File: src/rtl/c4_sequencer.sv
// ---------------------------------------------------------------------------
// c4_sequencer
//
// Stimulus sequencer for the c4 lab state machine. Commands {a, c, repeat}
// are queued in a small FIFO. On start the sequencer pulses a synchronous
// clear into c4, then plays the queued commands onto c4's a/c inputs back to
// back, holding each one for repeat+1 cycles. While playing, it counts the
// cycles in which c4's n output is high.
//
// Parameters:
//   DEPTH  command FIFO entries (power of two, >= 2)
//   CNT_W  width of the repeat field and of the hit counter
//
// Ports:
//   clk        system clock, rising edge
//   rst        asynchronous active-high reset
//   cmd_valid  command present on cmd_a/cmd_c/cmd_rep
//   cmd_a      value for c4 input a
//   cmd_c      value for c4 input c
//   cmd_rep    extra hold cycles (command applied cmd_rep+1 cycles)
//   cmd_ready  FIFO can accept a command (not full)
//   start      begin a run (only honoured in IDLE)
//   abort      cancel the run and flush the FIFO
//   n_in       n output of c4
//   a_out      drives c4 a
//   c_out      drives c4 c
//   fsm_rst    one-cycle synchronous clear pulse to c4
//   busy       run in progress (CLEAR and RUN)
//   done       one-cycle run-complete pulse
//   hits       number of RUN cycles with n_in=1 (saturating)
//   first_hit  (C4_SEQ_FIRST_HIT_EN only) RUN cycle index of the first hit,
//              all-ones when no hit has been seen since the last clear
//
// Optional feature macro: C4_SEQ_FIRST_HIT_EN
// ---------------------------------------------------------------------------
module c4_sequencer #(
  parameter int DEPTH = 4,
  parameter int CNT_W = 8
) (
  input  logic             clk,
  input  logic             rst,
  input  logic             cmd_valid,
  input  logic             cmd_a,
  input  logic             cmd_c,
  input  logic [CNT_W-1:0] cmd_rep,
  output logic             cmd_ready,
  input  logic             start,
  input  logic             abort,
  input  logic             n_in,
  output logic             a_out,
  output logic             c_out,
  output logic             fsm_rst,
  output logic             busy,
  output logic             done,
  output logic [CNT_W-1:0] hits
`ifdef C4_SEQ_FIRST_HIT_EN
  ,
  output logic [CNT_W-1:0] first_hit
`endif
);

  localparam int PTR_W = $clog2(DEPTH);
  localparam int CNT_F = PTR_W + 1;
  localparam logic [CNT_F-1:0] FULL_CNT = CNT_F'(DEPTH);
  localparam logic [CNT_W-1:0] MAX_VAL  = '1;

  typedef enum logic [1:0] {IDLE, CLEAR, RUN, DONE} state_t;

  typedef struct packed {
    logic             a;
    logic             c;
    logic [CNT_W-1:0] rep;
  } cmd_t;

  state_t           state;
  state_t           next_state;

  cmd_t             mem [DEPTH];
  logic [PTR_W-1:0] wr_ptr;
  logic [PTR_W-1:0] rd_ptr;
  logic [CNT_F-1:0] count;
  logic [CNT_F-1:0] held;

  logic [CNT_W-1:0] rem;
  logic             first;
  logic [CNT_W-1:0] eff_rem;
  cmd_t             head;
  cmd_t             next_head;
  logic             next_head_valid;
  logic             push;
  logic             pop;

  logic             a_next;
  logic             c_next;
  logic             fsm_rst_next;
  logic             busy_next;
  logic             done_next;

  assign cmd_ready = (count != FULL_CNT);

  // FIFO control and look-ahead of the entry that will sit at the head next
  // cycle. a_out/c_out are registered, so they must be loaded with the head
  // as it will be after this cycle's pop/push. When the FIFO drains to empty
  // in the same cycle a new command arrives, that command is forwarded.
  always_comb begin
    head    = mem[rd_ptr];
    eff_rem = first ? head.rep : rem;
    push    = cmd_valid && cmd_ready && !abort;
    pop     = (state == RUN) && (count != '0) && (eff_rem == '0) && !abort;
    held    = count - CNT_F'(pop);
    if (held == '0) begin
      next_head_valid = push;
      next_head       = {cmd_a, cmd_c, cmd_rep};
    end else begin
      next_head_valid = 1'b1;
      next_head       = mem[rd_ptr + PTR_W'(pop)];
    end
  end

  always_ff @(posedge clk) begin
    if (push) begin
      mem[wr_ptr] <= {cmd_a, cmd_c, cmd_rep};
    end
  end

  always_ff @(posedge clk or posedge rst) begin
    if (rst) begin
      wr_ptr <= '0;
      rd_ptr <= '0;
      count  <= '0;
    end else if (abort) begin
      wr_ptr <= '0;
      rd_ptr <= '0;
      count  <= '0;
    end else begin
      if (push) wr_ptr <= wr_ptr + PTR_W'(1);
      if (pop)  rd_ptr <= rd_ptr + PTR_W'(1);
      count <= count + CNT_F'(push) - CNT_F'(pop);
    end
  end

  // Per-command hold counter. 'first' marks the first cycle of a command, in
  // which the head's repeat value is used directly instead of 'rem'.
  always_ff @(posedge clk or posedge rst) begin
    if (rst) begin
      rem   <= '0;
      first <= 1'b1;
    end else if (state == CLEAR) begin
      rem   <= '0;
      first <= 1'b1;
    end else if ((state == RUN) && (count != '0) && !abort) begin
      if (pop) begin
        first <= 1'b1;
      end else begin
        first <= 1'b0;
        rem   <= eff_rem - CNT_W'(1);
      end
    end
  end

  // FSM: state register
  always_ff @(posedge clk or posedge rst) begin
    if (rst) state <= IDLE;
    else     state <= next_state;
  end

  // FSM: next-state logic
  always_comb begin
    next_state = state;
    case (state)
      IDLE:  if (start) next_state = CLEAR;
      CLEAR: next_state = RUN;
      RUN: begin
        if (count == '0) begin
          next_state = DONE;
        end else if (pop && (held == '0) && !push) begin
          next_state = DONE;
        end
      end
      DONE:  next_state = IDLE;
      default: next_state = IDLE;
    endcase
    if (abort) next_state = IDLE;
  end

  // FSM: output logic, computed from the next state so every output is a flop
  always_comb begin
    a_next       = 1'b0;
    c_next       = 1'b0;
    fsm_rst_next = (next_state == CLEAR);
    busy_next    = (next_state == CLEAR) || (next_state == RUN);
    done_next    = (next_state == DONE);
    if ((next_state == RUN) && next_head_valid) begin
      a_next = next_head.a;
      c_next = next_head.c;
    end
  end

  always_ff @(posedge clk or posedge rst) begin
    if (rst) begin
      a_out   <= 1'b0;
      c_out   <= 1'b0;
      fsm_rst <= 1'b0;
      busy    <= 1'b0;
      done    <= 1'b0;
    end else begin
      a_out   <= a_next;
      c_out   <= c_next;
      fsm_rst <= fsm_rst_next;
      busy    <= busy_next;
      done    <= done_next;
    end
  end

  // Saturating hit counter; frozen by abort so the count survives cancellation
  always_ff @(posedge clk or posedge rst) begin
    if (rst) begin
      hits <= '0;
    end else if (!abort) begin
      if (state == CLEAR) begin
        hits <= '0;
      end else if ((state == RUN) && n_in && (hits != MAX_VAL)) begin
        hits <= hits + CNT_W'(1);
      end
    end
  end

`ifdef C4_SEQ_FIRST_HIT_EN
  logic [CNT_W-1:0] run_idx;
  logic             captured;

  // run_idx is the index of the current RUN cycle; 'captured' keeps a hit
  // that lands on the saturated index distinguishable from "no hit".
  always_ff @(posedge clk or posedge rst) begin
    if (rst) begin
      run_idx   <= '0;
      captured  <= 1'b0;
      first_hit <= MAX_VAL;
    end else if (!abort) begin
      if (state == CLEAR) begin
        run_idx   <= '0;
        captured  <= 1'b0;
        first_hit <= MAX_VAL;
      end else if (state == RUN) begin
        if (run_idx != MAX_VAL) run_idx <= run_idx + CNT_W'(1);
        if (n_in && !captured) begin
          captured  <= 1'b1;
          first_hit <= run_idx;
        end
      end
    end
  end
`endif

endmodule

File: config.mk
export PLATFORM = sky130hd
export DESIGN_NAME = c4_sequencer
export DESIGN_NICKNAME = d
export VERILOG_FILES = /design/src/rtl/c4_sequencer.sv
export SDC_FILE = /design/constraint.sdc
export NUM_CORES = 1
export LEC_CHECK = 0
export ABC_AREA = 0
export CORE_MARGIN = 2
export CORE_UTILIZATION = 52
export CTS_CLUSTER_SIZE = 24
export DETAILED_ROUTE_END_ITERATION = 10
export PLACE_DENSITY_LB_ADDON = 0.15
export SYNTH_ARGS = -nofsm -noshare
export SYNTH_HDL_FRONTEND = slang
export SYNTH_SLANG_ARGS = --single-unit
File: constraint.sdc
create_clock -name clk -period 3.91 [get_ports clk]
set_clock_uncertainty 0.15 [all_clocks]
set_input_delay 0.391 -clock clk [delete_from_list [all_inputs] [get_ports clk]]
set_output_delay 0.391 -clock clk [all_outputs]
set_load 0.05 [all_outputs]
==> flow_summary_export.csv <==
group,metric,value,unit
run_status,status,"finished, final reports clean",
cells_and_area,fin_util,64.1,%
sta,tightestPinTransition,0.689,ns
clock_tree,clockBufferDepth,2,
routing,ant_nets,0,
routing,drc_errors,0,
synth,ys_types,46,
min_path,hp-class,"in2async",
critical_path,cp_data_arrival_time,3.70,ns
critical_path,crit_chain,"mux2_2, a21oi_1, ha_1, or3b_1, nor4_4, and2_1, ha_1, xnor2_1, nand3_1, nor2_1, a211oi_2, o21a_1, ha_1, nor2b_1",
critical_path,worstSetupPathType,"reg2reg",
synth,synth-xor-area-share,3.54,%
sta,finalSetupViolCount,0,
global_routing,grt_overflow_total,0,
floorplan,ioPinCount,30,
sta,finalMaxSlewViolations,0,
synth,yosys.area_share.simple,12.8,%
cells_and_area,antennaDiodeCount,0,
floorplan,die_area,7330,µm²
floorplan,start_util,54.3,%
critical_path,cpMostUsedCell,"ha_1",
clock_tree,cts_tree,"done",
synth,syn_area,3470,µm²
synth,synth-compound-area-share,7.83,%
clock_tree,cts_max_level,3,
synth,synth-seq-cells,71,
global_routing,antenna_found_initial,0,
synth,synth_adder_area_share,6.71,%
sta,maxClockFrequency,0.277,GHz
global_routing,grt_pass1_vias,2218,
clock_tree,hold_buffers,0,
clock_tree,cts_made_buffers,9,
cells_and_area,layout.nets,350,
sta,rsz0062_at_grt,"false",
floorplan,die_y,85.6,µm
routing,wl_per_cell,15.3,µm
cells_and_area,drive_above_1_share,11.8,%
power,peakVddDrop,0.418,mV
critical_path,cp-start-kind,"flip-flop",
critical_path,reg2reg_from,"rd_ptr[0]$_DFFE_PP0P_",
synth,yosys_warnings,0,
critical_path,crit_required,4.00,ns
critical_path,cp_num_buf_inv,0,
floorplan,core_area,6390,µm²
synth,syn_nets,313,
critical_path,critPathTopFamily,"simple AND/OR/NAND/NOR gates",
routing,routed_wl,6080,µm
placement,port_buffers,29,
routing,drtIter0Drc,112,
synth,syn_area_per_cell,12.4,µm²
global_routing,grt.total_usage,19.2,%
sta,finalCritPeriodShare,92.2,%
sta,setup_tns,0,ns
synth,synthArstFlopShare,43.7,%
clock_tree,cts_root_buf,"clkbuf_8",
clock_tree,numClockSinks,71,
synth,synth_edf_count,40,
critical_path,critical_path_peak_fanout,8,
sta,relSlewSlack,53.7,%
cells_and_area,layout_common_cells,"40 x edfxtp_1, 29 x dfrtp_1, 29 x clkdlybuf4s50_1",
synth,synth_ff_type,"edfxtp_1",
power,p_leak,0.00163,µW
synth,synthMuxAreaShare,8.88,%
sta,post-route-min-period,3.60,ns
clock_tree,cts_setup_buffers,0,
synth,synth_top_family_by_area,"simple AND/OR/NAND/NOR gates",
critical_path,startpoint,"rd_ptr[0]$_DFFE_PP0P_",
critical_path,max_stage_delay,0.47,ns
clock_tree,cts_resized,0,
cells_and_area,areaGrowthSynthToFinish,18.1,%
critical_path,crit_slowest_cell,"dfrtp_2",
global_routing,grt_pass1_wl,10600,µm
floorplan,rows,29,
synth,ys_seq_area_share,57.1,%
floorplan,die_w,85.6,µm
cells_and_area,fill_cells,505,
global_routing,grt_max_degree,32,
cells_and_area,mostFrequentLayoutCell,"edfxtp_1",
clock_tree,clock_latency,0.36,ns
routing,drtPass1Iterations,4,
power,p_per_area,445,nW/µm²
synth,postSynthCellCount,279,
flow_run,maxCapViolations,0,
sta,hold_viol,0,
placement,gp_congestion,0.803,
routing,vias,2125,
routing,viasPerCell,5.34,
placement,dp_hpwl,4270,µm
clock_tree,clk_pin_slew_worst_paths,0.08,ns
critical_path,setup.worst_path.end_class,"flip-flop",
placement,place_inst,382,
cells_and_area,stdcell_count,398,
==> state kept, by name (all words and copies together) (netlist names) <==
name     count
a_out        1
busy         1
c_out        1
count        3
done         1
first        1
fsm_rst      1
hits         8
mem         40
rd_ptr       2
rem          8
state        2
wr_ptr       2
==> Yosys cell counts, types with 5 or more instances <==
| library cell | instances | area, µm² |
|---|---|---|
| edfxtp_1 | 40 | 1200 |
| nor2b_1 | 7 | 43.8 |
| mux2i_1 | 18 | 180 |
| nand2_1 | 18 | 67.6 |
| and2_1 | 6 | 37.5 |
| o21ai_1 | 5 | 25.0 |
| dfrtp_1 | 30 | 751 |
| nand2b_1 | 6 | 37.5 |
| nor3_1 | 7 | 35.0 |
| inv_1 | 16 | 60.1 |
| xnor2_1 | 10 | 87.6 |
| ha_1 | 17 | 213 |
| a21oi_1 | 9 | 45.0 |
| nor2_1 | 27 | 101 |
| nand3_1 | 6 | 30.0 |
==> power by group <==
group / internal, µW / total, µW / switching (µW)
Combinational: 109 / 291 / 182
Clock: 365 / 665 / 300
Sequential: 835 / 865 / 30.0
Total: 1310 / 1820 / 512
==> per-stage QoR <==
| step | setup slack [ns] | hold WS, ns | power, µW | area, µm² |
|---|---|---|---|---|
| 2_1_floorplan | 0.153 | 0.332 | 1070 | 3470 |
| 3_3_place_gp | 0.245 | 0.353 | 1170 | 3840 |
| 3_5_place_dp | 0.112 | 0.372 | 1170 | 3840 |
| 4_1_cts | 0.107 | 0.261 | 1830 | 4070 |
| 5_1_grt | 0.00285 | 0.288 | 1900 | 4090 |
| 6_report | 0.305 | 0.250 | 1820 | 4090 |
==> worst min-delay path: stages <==
cell             delay, ns
clkdlybuf4s50_1       0.39
inv_1                 0.05
buf_4                 0.35
==> final cells by class <==
type                    count  area [µm²]  area share, %
clock buffers               9         124           3.03
clock inverters             7         101           2.48
inverters                  16        60.1           1.47
multi-input cells         184        1400           34.2
flip-flops and latches     71        1980           48.3
well taps                  77        96.3           2.35
repair buffers             34         332           8.10
==> final timing paths <==
check                                   endpoint  slack (ns)  cells past startpoint
setup / recovery                 a_out$_DFF_PP0_        0.31                     14
hold / removal                rem[3]$_DFFE_PP0P_        0.25                      3
setup reg to reg                 a_out$_DFF_PP0_        0.31                     14
hold reg to reg               rem[3]$_DFFE_PP0P_        0.39                      2
max in group asynchronous  rd_ptr[0]$_DFFE_PP0P_        3.04                      3
min in group clk              rem[3]$_DFFE_PP0P_        0.39                      2
==> logic make-up after synthesis <==
group,Yosys count
and+or+nand+nor,87
xor gates and xnor gates,14
DFF,71
muxes,27
buffers and inverters,24
AOI/OAI and AO/OA,38
adders and majority gates,18
==> routing by layer <==
| layer | track usage (%) | part of all wire [%] | vias to the layer above |
|---|---|---|---|
| met5 | 0 | 0 | - |
| met4 | 9.24 | 2.3 | 0 |
| met3 | 5.68 | 4.5 | 11 |
| met2 | 28.8 | 44 | 45 |
| met1 | 25.9 | 49 | 998 |
| li1 | - | - | 1071 |
Power figures use the tool's default switching activity.
